## config.mk

```make
export PLATFORM = sky130hd
export DESIGN_NAME = fft_bitrev_reorder
export DESIGN_NICKNAME = d
export VERILOG_FILES = /design/src/rtl/fft_pkg.sv /design/src/rtl/fft_pingpong_ram.sv /design/src/rtl/fft_bitrev_reorder.sv
export SDC_FILE = /design/constraint.sdc
export NUM_CORES = 1
export LEC_CHECK = 0
export ABC_AREA = 0
export ABC_CLOCK_PERIOD_IN_PS = 6150
export BUFFER_PORTS_ARGS = -buffer_cell sky130_fd_sc_hd__clkbuf_2
export CAP_MARGIN = 20
export CORE_MARGIN = 4
export CORE_UTILIZATION = 61
export DETAILED_ROUTE_END_ITERATION = 16
export GPL_TIMING_DRIVEN = 0
export PLACE_DENSITY_LB_ADDON = 0.12
export SYNTH_ARGS = -nofsm -noshare
export SYNTH_HDL_FRONTEND = slang
export SYNTH_SLANG_ARGS = --single-unit
```

## constraint.sdc

```tcl
create_clock -name clk -period 6.15 [get_ports clk]
set_input_delay 0.3075 -clock clk [delete_from_list [all_inputs] [get_ports clk]]
set_output_delay 0.3075 -clock clk [all_outputs]
set_load 0.01 [all_outputs]
```

## src/rtl/fft_pkg.sv

```systemverilog
// ============================================================================
// Module  : fft_pkg
// Brief   : Shared constants, sample type and bit-reversal helper for the FFT.
// Revision: 1.0 - initial release
// ============================================================================
`default_nettype none

package fft_pkg;

    localparam int FFT_N     = 8;
    localparam int FFT_LOG2N = 3;
    localparam int FFT_W     = 14;

    typedef struct packed {
        logic signed [FFT_W-1:0] re;
        logic signed [FFT_W-1:0] im;
    } cplx_t;

    localparam logic [0:0] ST_IDLE = 1'b0;
    localparam logic [0:0] ST_READ = 1'b1;

    function automatic logic [FFT_LOG2N-1:0] bitrev(input logic [FFT_LOG2N-1:0] idx);
        logic [FFT_LOG2N-1:0] v_rev;
        v_rev = '0;
        for (int b = 0; b < FFT_LOG2N; b++) begin
            v_rev[b] = idx[FFT_LOG2N-1-b];
        end
        return v_rev;
    endfunction

endpackage

`default_nettype wire

```

## src/rtl/fft_pingpong_ram.sv

```systemverilog
// ============================================================================
// Module  : fft_pingpong_ram
// Brief   : Two-bank sample store, one write port and one registered read port.
// Revision: 1.0 - initial release
// ============================================================================
`default_nettype none

module fft_pingpong_ram
    import fft_pkg::*;
#(
    parameter int N     = FFT_N,
    parameter int LOG2N = FFT_LOG2N,
    parameter int DW    = 2 * FFT_W
) (
    input  logic             clk,
    input  logic             rst,
    input  logic             i_we,
    input  logic             i_wr_bank,
    input  logic [LOG2N-1:0] i_wr_addr,
    input  logic [DW-1:0]    i_wr_data,
    input  logic             i_rd_en,
    input  logic             i_rd_bank,
    input  logic [LOG2N-1:0] i_rd_addr,
    output logic [DW-1:0]    o_rd_data
);

    logic [DW-1:0] r_mem [0:1][0:N-1];
    logic [DW-1:0] r_rd_data;

    always_ff @(posedge clk) begin
        if (i_we) begin
            r_mem[i_wr_bank][i_wr_addr] <= i_wr_data;
        end
    end

    // Read register doubles as the output sample register, so it is reset and held when idle.
    always_ff @(posedge clk or posedge rst) begin
        if (rst) begin
            r_rd_data <= '0;
        end else if (i_rd_en) begin
            r_rd_data <= r_mem[i_rd_bank][i_rd_addr];
        end
    end

    assign o_rd_data = r_rd_data;

endmodule

`default_nettype wire

```

## src/rtl/fft_bitrev_reorder.sv

```systemverilog
// ============================================================================
// Module  : fft_bitrev_reorder
// Brief   : Ping-pong reorder buffer turning bit-reversed FFT output into natural order.
// Revision: 1.0 - initial release
// ============================================================================
`default_nettype none

module fft_bitrev_reorder
    import fft_pkg::*;
#(
    parameter int N     = FFT_N,
    parameter int LOG2N = FFT_LOG2N,
    parameter int W     = FFT_W
) (
    input  logic                clk,
    input  logic                rst,
    input  logic                in_valid,
    input  logic signed [W-1:0] in_real,
    input  logic signed [W-1:0] in_imag,
    output logic                out_valid,
    output logic signed [W-1:0] out_real,
    output logic signed [W-1:0] out_imag,
    output logic [LOG2N-1:0]    out_index,
    output logic                frame_done
);

    localparam logic [LOG2N-1:0] C_LAST = LOG2N'(N - 1);

    logic             r_wr_sel;
    logic [LOG2N-1:0] r_wr_cnt;
    logic             r_rd_sel;
    logic [LOG2N-1:0] r_rd_cnt;
    logic [1:0]       r_full;
    logic [0:0]       r_state;
    logic [0:0]       w_state_nxt;

    logic             w_wr_last;
    logic [1:0]       w_full_set;
    logic [1:0]       w_full_clr;
    logic             w_rd_en;
    logic             w_rd_last;
    logic [LOG2N-1:0] w_rd_addr;
    cplx_t            w_wr_sample;
    cplx_t            w_rd_sample;

    assign w_wr_sample.re = in_real;
    assign w_wr_sample.im = in_imag;
    assign w_wr_last      = in_valid && (r_wr_cnt == C_LAST);
    assign w_full_set     = w_wr_last ? (2'b01 << r_wr_sel) : 2'b00;
    assign w_full_clr     = w_rd_last ? (2'b01 << r_rd_sel) : 2'b00;
    assign w_rd_addr      = bitrev(r_rd_cnt);

    always_ff @(posedge clk or posedge rst) begin
        if (rst) begin
            r_wr_sel <= 1'b0;
            r_wr_cnt <= '0;
        end else if (in_valid) begin
            r_wr_cnt <= r_wr_cnt + LOG2N'(1);
            if (w_wr_last) begin
                r_wr_sel <= ~r_wr_sel;
            end
        end
    end

    // Set and clear always address different banks, so both apply in one edge.
    always_ff @(posedge clk or posedge rst) begin
        if (rst) begin
            r_full <= 2'b00;
        end else begin
            r_full <= (r_full & ~w_full_clr) | w_full_set;
        end
    end

    always_ff @(posedge clk or posedge rst) begin
        if (rst) begin
            r_state <= ST_IDLE;
        end else begin
            r_state <= w_state_nxt;
        end
    end

    always_comb begin
        w_state_nxt = r_state;
        case (r_state)
            ST_IDLE: if (r_full[r_rd_sel]) w_state_nxt = ST_READ;
            ST_READ: if (w_rd_last && !r_full[~r_rd_sel]) w_state_nxt = ST_IDLE;
            default: w_state_nxt = ST_IDLE;
        endcase
    end

    always_comb begin
        w_rd_en   = (r_state == ST_READ);
        w_rd_last = (r_state == ST_READ) && (r_rd_cnt == C_LAST);
    end

    always_ff @(posedge clk or posedge rst) begin
        if (rst) begin
            r_rd_sel   <= 1'b0;
            r_rd_cnt   <= '0;
            out_valid  <= 1'b0;
            out_index  <= '0;
            frame_done <= 1'b0;
        end else begin
            out_valid  <= w_rd_en;
            frame_done <= w_rd_last;
            if (w_rd_en) begin
                out_index <= r_rd_cnt;
                r_rd_cnt  <= r_rd_cnt + LOG2N'(1);
                if (w_rd_last) begin
                    r_rd_sel <= ~r_rd_sel;
                end
            end
        end
    end

    fft_pingpong_ram #(
        .N     (N),
        .LOG2N (LOG2N),
        .DW    (2 * W)
    ) u_ram (
        .clk       (clk),
        .rst       (rst),
        .i_we      (in_valid),
        .i_wr_bank (r_wr_sel),
        .i_wr_addr (r_wr_cnt),
        .i_wr_data (w_wr_sample),
        .i_rd_en   (w_rd_en),
        .i_rd_bank (r_rd_sel),
        .i_rd_addr (w_rd_addr),
        .o_rd_data (w_rd_sample)
    );

    assign out_real = w_rd_sample.re;
    assign out_imag = w_rd_sample.im;

endmodule

`default_nettype wire

```

== Word level (Yosys, flattened, before mapping) ==
Memories as Yosys holds them, arrays and structs flattened.
Index checks and enable logic that the tools add are counted.
Operators by class
  add/subtract/negate cells: 2
  bitwise logic cells: 8
  $lt $le $gt $ge: 5
  shift operators: 2
  reductions and logical operators: 7
  muxes and demuxes: 16
  eq/ne operators: 2
Operators by type and width (number)
  224-bit 2-to-1 mux: 1
  28-bit binary-select mux with 3-bit select: 1
  28-bit demux with 3-bit select: 1
  28-bit 2-to-1 mux: 3
  4-bit greater-or-equal comparator (second input constant): 2
  3-bit NOT with 4-bit output: 2
  1-bit 2-to-1 mux: 7
  3-bit by 1-bit adder with 3-bit output (second input constant): 2
  3-bit == test (second input constant): 2
  1-bit logical AND: 4
  1-bit by 2-bit less-than comparator with 1-bit output (second input constant): 2
  4-bit by 1-bit less-than comparator with 1-bit output (second input constant): 1
  2-bit 2-to-1 mux: 2
  2-bit AND reduction: 2
  1-bit by 1-bit left shift with 2-bit output (first input constant): 2
  1-bit NOT: 3
  2-bit bitwise AND: 1
  2-bit NOT: 1
  2-bit OR: 1
  1-bit case mux with 2 select lines: 1
  1-bit logical NOT: 1
Word-level totals
  flip-flop bits (word level): 44
  output and inout bits: 33
  memories: 1
  RAM bits: 448
Memories
  u_ram.r_mem: depth 2, width 224, read ports 1, clocked after Yosys merged registers in 0, wr ports 1, RTL line fft_pingpong_ram.sv:27  | logic [DW-1:0] r_mem [0:1][0:N-1];

== Depth between registers and ports, before layout ==
  depth in word-level cells: 7
  depth in mapped cells: 7
  depth with buffers taken out: 6

== Cells and area by module ==
From an unflattened synthesis, not the netlist that was laid out.
Unflattened totals
  cell total of the unflattened synthesis: 815
  area total of the unflattened synthesis: 18735.5 um^2
Modules (own cells, without submodules)
  fft_pingpong_ram: sequential area each 14153.6 um^2, area an instance 18073.6 um^2, cells an instance 773, times used 1
  fft_bitrev_reorder: sequential area each 400.4 um^2, area an instance 661.9 um^2, cells an instance 42, times used 1

== Worst setup path before layout ==
Ideal clock, no wire load.
  kind: input -> register
  from: input in_valid
  to: memory u_ram.r_mem[0][196] (netlist name) (enable)
  path buffers: 1
  setup time: 0.448 ns
  data arrival time: 2.943 ns
  cell stages on the path: 3
  setup slack: 2.759 ns
  cell sequence: clkbuf_1 > or3b_1 > nor3_1
On the way
  longest elaborated chain between the ends: 2
RTL lines
  from (decl): RTL line fft_bitrev_reorder.sv:17  | input logic in_valid,
  1-bit 2-to-1 mux: RTL line fft_pingpong_ram.sv:31  | if (i_we) begin
  224-bit 2-to-1 mux (not written as such): RTL line fft_pingpong_ram.sv:32  | r_mem[i_wr_bank][i_wr_addr] <= i_wr_data;
  to (decl): RTL line fft_pingpong_ram.sv:27
No other way between the ends.

== Final worst setup path ==
  from: register r_state
  to: register u_ram.r_rd_data[19], in the netlist u_ram.o_rd_data[19]
RTL lines
  from (decl): RTL line fft_bitrev_reorder.sv:34  | logic [0:0] r_state;
  from (signal assigned): RTL line fft_bitrev_reorder.sv:78  | r_state <= w_state_nxt;
  to (signal assigned): RTL line fft_pingpong_ram.sv:41  | r_rd_data <= r_mem[i_rd_bank][i_rd_addr];
  to (decl): RTL line fft_pingpong_ram.sv:28  | logic [DW-1:0] r_rd_data;
No word-level cell between the ends.

==> results.sh <==
export IMPL_drc=0
export IMPL_clock_latency_ps=550
export IMPL_fin_hold_ws_ps=158
export IMPL_dpl_hpwl_um=26200
export IMPL_critPathLaunchType="register"
export IMPL_end_kind="register"
export IMPL_nNetsFinal=1142
export IMPL_place_ws_ps=3670
export IMPL_drtPass1Iterations=6
export IMPL_avgSynthCellArea_um2=19.3
export IMPL_p_leak_nw=7.46
export IMPL_async_flop_share_pct=8.94
export IMPL_worst_r2r_setup_slack_ps=3740
export IMPL_synth_edff_count=448
export IMPL_path_buf_inv=3
export IMPL_grt_overflow=0
export IMPL_finalHoldViolations=0
export IMPL_r2r_worst_path_cells=4
export IMPL_synth_seq_cells=492
export IMPL_dr_first_iter_drc_count=1015
export IMPL_multi_input_comb_area_um2=3970
export IMPL_drive_gt1_share_pct=24.2
export IMPL_cts_tree="done"
export IMPL_netlist_area_um2=18700
export IMPL_numCtsBuffers=47
export IMPL_final_setup_skew_ps=14.9
export IMPL_cpPeakStageDelay_ps=760
export IMPL_yosys_top_cells_count="edfxtp_1, mux2i_1, a22oi_1, mux4_2, dfrtp_1"
export IMPL_powerDensity_nw_per_um2=468
export IMPL_wl_per_cell_um=27.4
export IMPL_reg2reg_from="r_state$_DFF_PP0_"
export IMPL_dieArea_um2=33600
export IMPL_finalWorstSetupSlack_ps=3740
export IMPL_worstHoldEndpoint="u_ram.r_mem[0][16]$_DFFE_PP_"
export IMPL_cp_common_cell="clkbuf_1"
export IMPL_via_count=9656
export IMPL_synth_nets=1005
export IMPL_arrival_ps=2780
export IMPL_clk_pin_slew_ps=60
export IMPL_yosys_area_top_type_share_pct=71.9
export IMPL_critical_path_top_delay_family="buffers and inverters"
export IMPL_grt_usage_pct=25.5
export IMPL_io_pins=64
export IMPL_reg2reg_to="u_ram.o_rd_data[19]$_DFFE_PP0P_"
export IMPL_grt_start_max_net_pins=26
export IMPL_critPathSlowestCell="clkbuf_1"
export IMPL_die_x_um=183
export IMPL_synth_most_common_cell="edfxtp_1"
export IMPL_final_util_pct=72.1
export IMPL_maxSlewHeadroom_pct=36.6
export IMPL_rows=63
export IMPL_grt_pass1_wl_um=62300
export IMPL_post_synth_num_cell_types=31
export IMPL_rsz0062_at_grt="no"
export IMPL_yosysTopAreaCell="edfxtp_1"
export IMPL_switchingPower_mw=3.16
export IMPL_synthFlopType="edfxtp_1"
export IMPL_p_sw_share_pct=31.3
export IMPL_routed_wl_um=42100
export IMPL_min_path_type="in2reg"
export IMPL_crit_chain="buf_2, clkbuf_1, clkbuf_1, a31oi_1"
export IMPL_tightestPinTransition_ps=952
export IMPL_outcome="finished clean"
export IMPL_intPower_mw=6.95
export IMPL_coreArea_um2=30000
export IMPL_post_cts_buffers=0
export IMPL_yosys_warnings=0
export IMPL_io_buffers=62
export IMPL_clock_sinks=492
export IMPL_slew_viol_final=0
export IMPL_seq_area_um2=14600
export IMPL_critPathMaxFanout=10
export IMPL_setup_violations=0
export IMPL_diodes=0
export IMPL_path_class="reg2reg"
export IMPL_seqPwrFrac_pct=42.3
export IMPL_fmax_ghz=0.415
export IMPL_vias_per_cell=6.29
export IMPL_clockPowerShare_pct=27.6
export IMPL_antenna_found_initial=1
export IMPL_die_h_um=183
export IMPL_grt_pass1_vias=9863
export IMPL_cts_buffer_depth=3
export IMPL_pwr_share_comb_pct=30.1
export IMPL_start_util_pct=62.5
export IMPL_worst_ep_required_time_ps=6520
export IMPL_fin_setup_tns_ps=0
export IMPL_finalCritPeriodShare_pct=39.2
export IMPL_finalCriticalPeriod_ps=2410
export IMPL_vdd_ir_drop_worst_uv=336
export IMPL_ant_nets=0
export IMPL_synth_area_leaders="edfxtp_1, mux4_2, mux2i_1"
export IMPL_cts_resized=0
export IMPL_syn2layout_area_growth_pct=15.3
export IMPL_hold_depth=1
export IMPL_seq_area_frac_synth_pct=77.7
export IMPL_fill_cells=1806
export IMPL_cts_htree_levels=2
export IMPL_drv_cap=0
export IMPL_postSynthCellCount=970
export IMPL_hold_start="in_real[2]"
export IMPL_cts_root_buffer="clkbuf_16"
export IMPL_place_gp_congestion=0.761
logic make-up after synthesis:
logic type / after synthesis / synth area share [%]
flip-flops: 492 / 77.7
multiplexers: 176 / 13.2
AND/OR/NAND/NOR: 127 / 3.05
AO/OA/AOI/OAI: 109 / 3.89
buffers and inverters: 58 / 1.68
XOR/XNOR: 4 / 0.187
adder cells (fa/ha/maj): 4 / 0.267
repair_timing:
item / 4_1_cts / 5_1_grt
hold endpoints to repair: 24 / 0
hold buffers: 1 / 0
endpoints found under the setup margin: 0 / 0
power groups by stage:
stage / sequential (mW) / combinational (mW) / clock [mW]
floorplan: 4.36 / 1.90 / 0
global placement: 4.35 / 2.85 / 0
detailed placement: 4.34 / 3.05 / 0
CTS: 4.28 / 3.06 / 2.82
global route: 4.31 / 3.27 / 2.98
finish: 4.28 / 3.05 / 2.79
stage by stage:
| stage | total power, mW | instance area, um2 | std cells |
|---|---|---|---|
| final | 10.1 | 21600 | 1535 |
| after global routing | 10.6 | 21600 | 1535 |
| after CTS | 10.2 | 21600 | 1535 |
| after detailed placement | 7.39 | 20100 | 1447 |
| after global placement | 7.20 | 19500 | 1422 |
| after floorplan | 6.26 | 18700 | 970 |
cell type report:
type	instances	share of cell area, %
buffer	56	1.42
clock buffer	69	6.35
clock inverter	18	0.626
inverter	2	0.0348
multi-input combinational	420	18.4
sequential	492	67.4
tap	390	2.26
timing repair buffer	88	3.56
state kept, by name (all words and copies together) (netlist names):
signal,count
out_valid,1
r_full,2
r_rd_sel,1
r_rd_cnt,3
r_state,1
out_index,3
u_ram.r_mem,448
frame_done,1
u_ram.o_rd_data,28
r_wr_sel,1
r_wr_cnt,3
routing by layer:
metal	track usage, %	vias up	share of wire, %
met5	0	-	0.026
met4	6.53	2	2.4
met2	42.8	421	51
met3	4.78	79	7.3
li1	-	4178	-
met1	35.4	4976	40
how the worst max path moves through the flow:
stage / start / endpoint / slack [ps] / cells after the start
3_5_place_dp: in_valid / u_ram.r_mem[0][210]$_DFFE_PP_ / 3670 / 5
3_3_place_gp: in_valid / u_ram.r_mem[0][210]$_DFFE_PP_ / 400 / 3
2_1_floorplan: in_valid / u_ram.r_mem[0][196]$_DFFE_PP_ / 2760 / 3
5_1_grt: r_state$_DFF_PP0_ / u_ram.o_rd_data[19]$_DFFE_PP0P_ / 3660 / 4
6_report: r_state$_DFF_PP0_ / u_ram.o_rd_data[19]$_DFFE_PP0P_ / 3740 / 4
4_1_cts: r_state$_DFF_PP0_ / u_ram.o_rd_data[19]$_DFFE_PP0P_ / 3710 / 4
cell usage in the layout (no fill, tap or decap), types with 10 or more instances in the layout:
cell,netlist,routed
a21oi_1,21,21
a22oi_1,56,56
a31oi_1,28,28
buf_2,26,26
buf_4,9,10
buf_6,4,12
clkbuf_1,15,28
clkbuf_16,0,49
clkbuf_2,0,62
clkinv_2,0,12
dfrtp_1,44,44
edfxtp_1,448,448
mux2i_1,113,113
mux4_2,56,56
nand2_1,40,40
nand3_1,21,21
nor2_1,41,29
nor2_4,1,13
No activity file was read; power rests on OpenSTA's default activity.
